$ cat src/rtl/mem_port_arbiter_pkg.sv
// Shared encodings for the memory-port arbiter: FSM states and owner codes.
`ifndef MEM_PORT_ARBITER_PKG_SV
`define MEM_PORT_ARBITER_PKG_SV

package mem_port_arbiter_pkg;

   // Arbiter FSM states
   typedef enum logic [1:0] {
      ST_IDLE    = 2'd0,
      ST_ACCESS  = 2'd1,
      ST_RESPOND = 2'd2
   } arb_state_e;

   // Owner codes as seen on the owner output
   localparam logic OWNER_FETCH = 1'b0;
   localparam logic OWNER_DATA  = 1'b1;

   // Width of an instruction word returned to fetch
   localparam int unsigned FETCH_WIDTH = 32;

endpackage

`endif

$ cat src/rtl/mem_port_arbiter_arb_streak_counter.sv
// Saturating streak counter with increment, clear and limit-reached flag.
module arb_streak_counter #(
   parameter int unsigned LIMIT = 4
) (
   input  logic clk,
   input  logic rst_n,
   input  logic inc_i,
   input  logic clr_i,
   output logic at_limit_o
);

   localparam int unsigned CW = $clog2(LIMIT + 1);

   logic [CW-1:0] count_q, count_d;
   logic          at_limit_q, at_limit_d;

   // Clear has priority; increment stops once the limit is reached
   always_comb begin
      count_d = count_q;
      if (clr_i) begin
         count_d = '0;
      end else if (inc_i && (count_q != CW'(LIMIT))) begin
         count_d = count_q + CW'(1);
      end
      at_limit_d = (count_d == CW'(LIMIT));
   end

   // Counter and flag registers
   always_ff @(posedge clk or negedge rst_n) begin
      if (!rst_n) begin
         count_q    <= '0;
         at_limit_q <= 1'b0;
      end else begin
         count_q    <= count_d;
         at_limit_q <= at_limit_d;
      end
   end

   assign at_limit_o = at_limit_q;

endmodule

$ cat src/rtl/mem_port_arbiter.sv
// Shares one memory port between instruction fetch and load/store traffic.
// Data wins ties until it has taken MAX_DATA_STREAK grants in a row while
// fetch waits; a hung memory is abandoned after TIMEOUT access cycles.
module mem_port_arbiter
   import mem_port_arbiter_pkg::*;
#(
   parameter int unsigned ADDR_WIDTH      = 64,
   parameter int unsigned DATA_WIDTH      = 64,
   parameter int unsigned MAX_DATA_STREAK = 4,
   parameter int unsigned TIMEOUT         = 255
) (
   input  logic                   clock,
   input  logic                   resetN,
   input  logic                   fetchReq,
   input  logic [ADDR_WIDTH-1:0]  fetchAddr,
   output logic                   fetchAck,
   output logic [FETCH_WIDTH-1:0] fetchData,
   input  logic                   dataReq,
   input  logic                   dataWrite,
   input  logic [ADDR_WIDTH-1:0]  dataAddr,
   input  logic [DATA_WIDTH-1:0]  dataWData,
   output logic                   dataAck,
   output logic [DATA_WIDTH-1:0]  dataRData,
   output logic                   busErr,
   output logic                   memEnable,
   output logic                   memWriteEn,
   output logic [ADDR_WIDTH-1:0]  memAddr,
   output logic [DATA_WIDTH-1:0]  memWData,
   input  logic [DATA_WIDTH-1:0]  memRData,
   input  logic                   memReady,
   output logic                   owner,
   output logic                   busy
);

   localparam int unsigned TMO_W = $clog2(TIMEOUT + 1);

   arb_state_e             state_q, state_d;
   logic [TMO_W-1:0]       tmo_q, tmo_d;
   logic                   mem_en_q, mem_en_d;
   logic                   busy_q, busy_d;
   logic                   owner_q, owner_d;
   logic                   mem_we_q, mem_we_d;
   logic [ADDR_WIDTH-1:0]  mem_addr_q, mem_addr_d;
   logic [DATA_WIDTH-1:0]  mem_wdata_q, mem_wdata_d;
   logic                   fetch_ack_q, fetch_ack_d;
   logic                   data_ack_q, data_ack_d;
   logic                   bus_err_q, bus_err_d;
   logic [FETCH_WIDTH-1:0] fetch_data_q, fetch_data_d;
   logic [DATA_WIDTH-1:0]  data_rdata_q, data_rdata_d;

   logic grant_data_c;
   logic streak_inc_c;
   logic streak_clr_c;
   logic streak_at_limit;

   arb_streak_counter #(
      .LIMIT (MAX_DATA_STREAK)
   ) u_streak (
      .clk        (clock),
      .rst_n      (resetN),
      .inc_i      (streak_inc_c),
      .clr_i      (streak_clr_c),
      .at_limit_o (streak_at_limit)
   );

   // Next-state, arbitration and response logic
   always_comb begin
      state_d      = state_q;
      tmo_d        = tmo_q;
      mem_en_d     = mem_en_q;
      busy_d       = busy_q;
      owner_d      = owner_q;
      mem_we_d     = mem_we_q;
      mem_addr_d   = mem_addr_q;
      mem_wdata_d  = mem_wdata_q;
      fetch_ack_d  = 1'b0;
      data_ack_d   = 1'b0;
      bus_err_d    = 1'b0;
      fetch_data_d = fetch_data_q;
      data_rdata_d = data_rdata_q;
      grant_data_c = 1'b0;
      streak_inc_c = 1'b0;
      streak_clr_c = 1'b0;

      case (state_q)
         ST_IDLE: begin
            grant_data_c = dataReq && !(fetchReq && streak_at_limit);
            streak_inc_c = fetchReq && grant_data_c;
            streak_clr_c = !streak_inc_c;
            if (fetchReq || dataReq) begin
               state_d  = ST_ACCESS;
               tmo_d    = '0;
               mem_en_d = 1'b1;
               busy_d   = 1'b1;
               if (grant_data_c) begin
                  owner_d     = OWNER_DATA;
                  mem_we_d    = dataWrite;
                  mem_addr_d  = dataAddr;
                  mem_wdata_d = dataWData;
               end else begin
                  owner_d    = OWNER_FETCH;
                  mem_we_d   = 1'b0;
                  mem_addr_d = fetchAddr;
               end
            end
         end

         ST_ACCESS: begin
            // memReady beats a simultaneous timeout
            if (memReady || (tmo_q == TMO_W'(TIMEOUT - 1))) begin
               state_d   = ST_RESPOND;
               mem_en_d  = 1'b0;
               mem_we_d  = 1'b0;
               bus_err_d = !memReady;
               if (owner_q == OWNER_FETCH) begin
                  fetch_ack_d  = 1'b1;
                  fetch_data_d = memReady ? memRData[FETCH_WIDTH-1:0] : '0;
               end else begin
                  data_ack_d = 1'b1;
                  if (!mem_we_q) begin
                     data_rdata_d = memReady ? memRData : '0;
                  end
               end
            end else begin
               tmo_d = tmo_q + TMO_W'(1);
            end
         end

         ST_RESPOND: begin
            state_d = ST_IDLE;
            busy_d  = 1'b0;
            tmo_d   = '0;
         end

         default: begin
            state_d  = ST_IDLE;
            mem_en_d = 1'b0;
            busy_d   = 1'b0;
         end
      endcase
   end

   // State and output registers; an in-flight access is dropped on reset
   always_ff @(posedge clock or negedge resetN) begin
      if (!resetN) begin
         state_q      <= ST_IDLE;
         tmo_q        <= '0;
         mem_en_q     <= 1'b0;
         busy_q       <= 1'b0;
         owner_q      <= OWNER_FETCH;
         mem_we_q     <= 1'b0;
         mem_addr_q   <= '0;
         mem_wdata_q  <= '0;
         fetch_ack_q  <= 1'b0;
         data_ack_q   <= 1'b0;
         bus_err_q    <= 1'b0;
         fetch_data_q <= '0;
         data_rdata_q <= '0;
      end else begin
         state_q      <= state_d;
         tmo_q        <= tmo_d;
         mem_en_q     <= mem_en_d;
         busy_q       <= busy_d;
         owner_q      <= owner_d;
         mem_we_q     <= mem_we_d;
         mem_addr_q   <= mem_addr_d;
         mem_wdata_q  <= mem_wdata_d;
         fetch_ack_q  <= fetch_ack_d;
         data_ack_q   <= data_ack_d;
         bus_err_q    <= bus_err_d;
         fetch_data_q <= fetch_data_d;
         data_rdata_q <= data_rdata_d;
      end
   end

   assign fetchAck   = fetch_ack_q;
   assign fetchData  = fetch_data_q;
   assign dataAck    = data_ack_q;
   assign dataRData  = data_rdata_q;
   assign busErr     = bus_err_q;
   assign memEnable  = mem_en_q;
   assign memWriteEn = mem_we_q;
   assign memAddr    = mem_addr_q;
   assign memWData   = mem_wdata_q;
   assign owner      = owner_q;
   assign busy       = busy_q;

endmodule

$ cat config.mk
export PLATFORM = sky130hd
export DESIGN_NAME = mem_port_arbiter
export DESIGN_NICKNAME = d
export VERILOG_FILES = /design/src/rtl/mem_port_arbiter_pkg.sv /design/src/rtl/mem_port_arbiter_arb_streak_counter.sv /design/src/rtl/mem_port_arbiter.sv
export SDC_FILE = /design/constraint.sdc
export NUM_CORES = 1
export LEC_CHECK = 0
export ABC_CLOCK_PERIOD_IN_PS = 2800
export BUFFER_PORTS_ARGS = -buffer_cell sky130_fd_sc_hd__buf_4
export CAP_MARGIN = 0
export CORE_AREA = 2 2 191 193
export CTS_CLUSTER_DIAMETER = 60
export DETAILED_ROUTE_END_ITERATION = 10
export DIE_AREA = 0 0 193 195
export GPL_TIMING_DRIVEN = 0
export PLACE_DENSITY = 0.49
export SLEW_MARGIN = 20
export SYNTH_ARGS = -nofsm -noshare
export SYNTH_HDL_FRONTEND = slang
export SYNTH_SLANG_ARGS = --single-unit
$ cat constraint.sdc
create_clock -name clock -period 2.8 [get_ports clock]
set_input_delay 0 -clock clock [delete_from_list [all_inputs] [get_ports clock]]
set_output_delay 0 -clock clock [all_outputs]
set_load 0.01 [all_outputs]
Word level (Yosys, flattened, before mapping)

Cells that the tools add are included.

Input bits: 262
Output and inout bits: 231
Word-level logic and storage cells: 79
Register bits after elaboration: 245

Add/subtract/negate cells: 2
Equal/unequal tests: 8
Reductions and logical operators: 21
Multiplexer cells: 29
Bitwise gates (word level): 4

Operators by type and width:

| operator                                                              | number |
|---|---|
| 64-bit 2-to-1 mux                                                     | 2 |
| 32-bit 2-to-1 mux                                                     | 1 |
| 8-bit one-hot mux with 3 select lines                                 | 1 |
| 8-bit 2-to-1 mux                                                      | 2 |
| 1-bit 2-to-1 mux                                                      | 15 |
| 3-bit AND reduction                                                   | 5 |
| 8-bit by 1-bit adder with 8-bit output, second input constant         | 1 |
| 8-bit equality test, second input constant                            | 1 |
| 3-bit 2-to-1 mux                                                      | 2 |
| 2-bit inequality test, second input constant                          | 3 |
| 2-bit AND reduction                                                   | 3 |
| 1-bit logical AND                                                     | 4 |
| 2-bit 2-to-1 mux                                                      | 2 |
| 1-bit inverter                                                        | 4 |
| 1-bit one-hot mux with 2 select lines                                 | 2 |
| 2-bit one-hot mux with 2 select lines                                 | 1 |
| 4-bit AND reduction                                                   | 1 |
| 3-bit by 1-bit adder with 3-bit output, second input constant         | 1 |
| 3-bit equality test, second input constant                            | 1 |
| 1-bit zero test                                                       | 3 |
| 3-bit inequality test, second input constant                          | 1 |
| 1-bit one-hot mux with 3 select lines                                 | 1 |
| 3-bit nonzero test                                                    | 1 |
| 2-bit by 1-bit equality test with 1-bit output, second input constant | 1 |
| 4 further kinds                                                       | 5 |

Depth between registers and ports, before layout

Depth in word-level cells: 9
Mapped depth: 7
Depth with buffers taken out: 6

By module

From an unflattened synthesis, not the netlist that was laid out.

Cells, all modules: 772
Area total of the unflattened synthesis: 9953.3 µm²

By module, submodules not included:

| module             | times used | cells each | area each (µm²) | seq. area each (µm²) |
|---|---|---|---|---|
| mem_port_arbiter   | 1          | 753        | 9733.1          | 6030.8 |
| arb_streak_counter | 1          | 19         | 220.2           | 100.1 |

Least setup slack after synthesis

OpenSTA, ideal clock, no wires.

Kind: register to register
Start point: register tmo_q[0]
End point: register tmo_q[5]
Slack: 1.082 ns
Stages on the path, launching flop included: 7
Library setup time: 0.087 ns
Period minus slack after synthesis: 1.718 ns
Path buffers: 0
Arrival time: 1.631 ns
Data required time: 2.713 ns
Cells stage by stage: dfrtp_1 -> inv_1 -> ha_1 -> and3_1 -> a21o_4 -> or4_1 -> o211ai_1

Longest elaborated chain between the ends: 4
Elaborated cells between the ends (all ways): 7
Classes of those cells: add/sub (1); eq/ne (2); mux (2); reduce/logical (2)

Ends and longest elaborated chain:

| item                                                                                           | RTL line                | text |
|---|---|---|
| start, declared                                                                                | mem_port_arbiter.sv:38  | `logic [TMO_W-1:0] tmo_q, tmo_d;` |
| start signal, assigned                                                                         | mem_port_arbiter.sv:161 | `tmo_q <= tmo_d;` |
| parallel branches: the longest is 4 deep, another holds 8-bit by 1-bit adder with 8-bit output | --                      |  |

Parallel ways; which one is timed is not known. The select of a mux whose other input is x is not followed.
A chain may end at the register's enable or synchronous reset.

Worst setup path after layout

Start point: register u_streak.at_limit_q, in the netlist u_streak.at_limit_o
End point: register mem_addr_q[2], in the netlist memAddr[2]

Longest elaborated chain between the ends: 4

Ends and longest elaborated chain:

| item                   | RTL line                                  | text |
|---|---|---|
| start, declared        | mem_port_arbiter_arb_streak_counter.sv:15 | `logic at_limit_q, at_limit_d;` |
| start signal, assigned | mem_port_arbiter_arb_streak_counter.sv:35 | `at_limit_q <= at_limit_d;` |
| 1-bit logical AND      | mem_port_arbiter.sv:87                    | `grant_data_c = dataReq && !(fetchReq && streak_at_limit);` |
| 1-bit zero test        | mem_port_arbiter.sv:87                    |  |
| 1-bit logical AND      | mem_port_arbiter.sv:87                    |  |
| 64-bit 2-to-1 mux      | mem_port_arbiter.sv:95                    | `if (grant_data_c) begin` |
| end signal, assigned   | mem_port_arbiter.sv:166                   | `mem_addr_q <= mem_addr_d;` |
| end, declared          | mem_port_arbiter.sv:43                    | `logic [ADDR_WIDTH-1:0] mem_addr_q, mem_addr_d;` |

Every way passes these cells.

==> flow_summary.toml <==
[status]
status = "finished clean"

[global_route]
use_met2 = 0.380
antenna_found_initial = 0
use_met3 = 0.0485
grt_max_degree = 91
overflow = 0
busiest_layer = "met2"
grtUsageMet1 = 0.226
grt_util_all_layers = 0.207
grt_pass1_vias = 10000
grt_pass1_wl_um = 59300

[synth]
ys_seq_elements = 245
ys.flop_type = "dfrtp_1"
synth_top_cell_by_area = "dfrtp_1"
synth_area_um2 = 9910
synth-simple-area-share = 0.0615
synth-compound-area-share = 0.143
avgSynthCellArea_um2 = 12.7
synth_edf_count = 0
synthTopCellsByArea = "dfrtp_1 62%, mux2_2 7.3%, mux2i_1 6.5%, nand2_1 4.1%, o21ai_0 3.7%"
synthXorXnorAreaFrac = 0.00177
synth.distinct_cells = 44
synth_fp_nets = 1046
yosysMostFrequentCell = "dfrtp_1"
synth_top_area_frac = 0.619
ys_async_sr_fraction = 1.00
synthTopCellsByCount = "245 x dfrtp_1, 109 x nand2_1, 74 x o21ai_0, 64 x mux2_2, 64 x mux2i_1"
ys_seq_area_frac = 0.619
synth_top_family_by_area = "compound AO/OA/AOI/OAI gates"
synth_warnings = 0
synth_fa_ha_area_frac = 0.00505
synthCells = 780
synthMuxAreaShare = 0.137

[critical_path]
worst-setup-path-type = "reg2reg"
crit_path_end_kind = "register"
rrSetupSlack_ns = 0.46
cp.arrival_ns = 2.78
worstPathRequired_ns = 3.23
r2r_cells = 6
max_stage_delay_ns = 0.65
cp-start-kind = "register"
cp_common_cell = "buf_4"
r2r_end = "memAddr[2]"
path_max_fanout = 10
r2r_start = "u_streak.at_limit_o"
path_cells = "a21boi_2, buf_4, buf_4, mux2i_1, dlygate4sd3_1, o21ai_0"
cpMaxStageDelayCell = "dlygate4sd3_1"

[floorplan]
dieArea_um2 = 37600
core_area_um2 = 35400
rows = 69
io_pins = 493
initial_core_util = 0.280
die_h_um = 195
die-width_um = 193

[timing]
max_freq_ghz = 0.427
rsz0062_at_grt = "false"
post-route-min-period_ns = 2.34
skew_ns = 0.0103
worst_pin_slew_ns = 0.868
whs_ns = 0.0637
fin_crit_sh = 0.837
setup_viol = 0
hold_viol = 0
maxSlewViolCount = 0
max-slew-margin-rel = 0.405

[route]
via_per_inst = 4.54
initialDrtViolationCount = 456
post_drt_wl_per_cell_um = 19.5
firstDrtPassIters = 4
vias = 9320
drc_errors = 0
drtAntennaViolNets = 0
wl_um = 40100

[final_layout]
nNetsFinal = 1834
final_layout_size_suffix_gt1_frac = 0.413
fillCellCount = 3203
synthToLayoutAreaGrowth_pct = 80.9

[clock_tree]
clockBufferDepth = 3
clock_sinks = 245
post_cts_resized = 0
cts_buffers = 30
clk_pin_slew_ns = 0.06
htree_levels = 1
clock-root-buffer = "clkbuf_16"
clock_latency_ns = 0.56
cts_tree = "done"

[power]
p_per_area_nw_per_um2 = 993
leakage_nw = 8.68
max-vdd-ir-drop_mv = 0.595
p_total_mw = 17.8

[placement]
place_hpwl_um = 30500
place.port_buffers = 492
place.gp.congestion = 0.812

[worst_hold_path]
hold_class = "in2async"

[run]
drv_cap = 0
==> flip-flops by register name, indices dropped and copies added (netlist names), 2 cells and up <==
register and count:
dataRData 64, memAddr 64, memWData 64, fetchData 32
tmo_q 8, u_streak.count_q 3, state_q 2
==> worst max-delay path, delay by kind of cell, from the launching register on <==
kind | cells | cell delay, ns
AOI/OAI and AO/OA | 2 | 0.28
buffers and inverters | 3 | 1.19
DFF | 1 | 0.38
muxes | 1 | 0.35
==> stage by stage <==
stage          std cells   util  setup TNS, ns  cell area [um2]  worst slack (ns)
3_3_place_gp        1733  0.401        -110.47            14200            -0.479
5_1_grt             2051  0.507              0            17900             0.342
3_5_place_dp        1736  0.403              0            14300             0.564
4_1_cts             2051  0.507              0            17900             0.422
6_report            2052  0.507              0            17900             0.455
2_1_floorplan        780      -              0             9910              1.08
==> metal layers <==
metal  wire, um  share of wire  vias to the layer above
met2      20800           0.52                      362
met1      14900           0.37                     4489
met3       2880          0.072                       60
met5          0              0                        -
met4       1550          0.039                        0
li1           -              -                     4409
==> area by class of cell <==
| type | count | area, um2 | share of cell area |
|---|---|---|---|
| diodes | 1 | 2.50 | 0.000140 |
| plain buffers | 59 | 288 | 0.0160 |
| clock buffers | 40 | 880 | 0.0491 |
| clock inverters | 14 | 166 | 0.00928 |
| inverters | 9 | 33.8 | 0.00188 |
| multi-input cells | 467 | 3460 | 0.193 |
| flip-flops and latches | 245 | 6130 | 0.342 |
| well taps | 461 | 577 | 0.0322 |
| repair buffers | 756 | 6400 | 0.357 |
==> cell usage in the layout (no fill, tap or decap), types with 2 or more instances in the layout <==
cell type,netlist,layout
a22o_1,32,32
a31oi_1,4,4
a32o_1,32,32
and2_1,2,2
and3_1,5,5
buf_16,0,3
buf_2,32,32
buf_4,7,498
bufinv_16,0,3
clkbuf_1,20,22
clkbuf_16,0,31
clkbuf_8,0,7
clkinv_2,0,5
clkinv_4,0,2
clkinvlp_4,0,3
dfrtp_1,245,245
dlygate4sd3_1,0,261
ha_1,4,4
inv_1,9,9
mux2_2,64,64
mux2i_1,64,64
nand2_1,109,109
nand3_1,8,8
nand3b_1,2,2
nor2_1,2,2
nor3_1,4,4
o21a_1,2,2
o21ai_0,74,74
o2bb2ai_1,32,32
o311ai_0,2,2
o31ai_1,3,3
xor2_1,2,2
==> report_power, final <==
part	leakage (nW)	internal [mW]	switching [mW]
clock	0.511	2.48	1.56
sequential	3.02	5.18	0.948
combinational	5.14	3.88	3.77
total	8.68	11.5	6.28
==> repair_timing <==
item,in CTS,in global routing
hold buffers,261,0
buffers inserted,0,0
endpoints found under the hold margin,482,0
==> logic make-up after synthesis <==
logic type / Yosys count
buffers and inverters: 68
adder cells (fa/ha/maj): 4
AND/OR/NAND/NOR: 142
XOR/XNOR: 2
multiplexers: 128
AO/OA/AOI/OAI: 191
flip-flops: 245
==> worst max-delay path by stage <==
stage / startpoint / endpoint / slack [ns] / cells after the start
4_1_cts: u_streak.at_limit_o / memAddr[62] / 0.42 / 6
6_report: u_streak.at_limit_o / memAddr[2] / 0.46 / 6
3_3_place_gp: resetN / memAddr[25] / -0.48 / 1
3_5_place_dp: u_streak.at_limit_o / memAddr[3] / 0.56 / 5
5_1_grt: u_streak.at_limit_o / memAddr[62] / 0.34 / 6
2_1_floorplan: tmo_q[0] / tmo_q[5] / 1.08 / 6
Power figures use the tool's default switching activity.
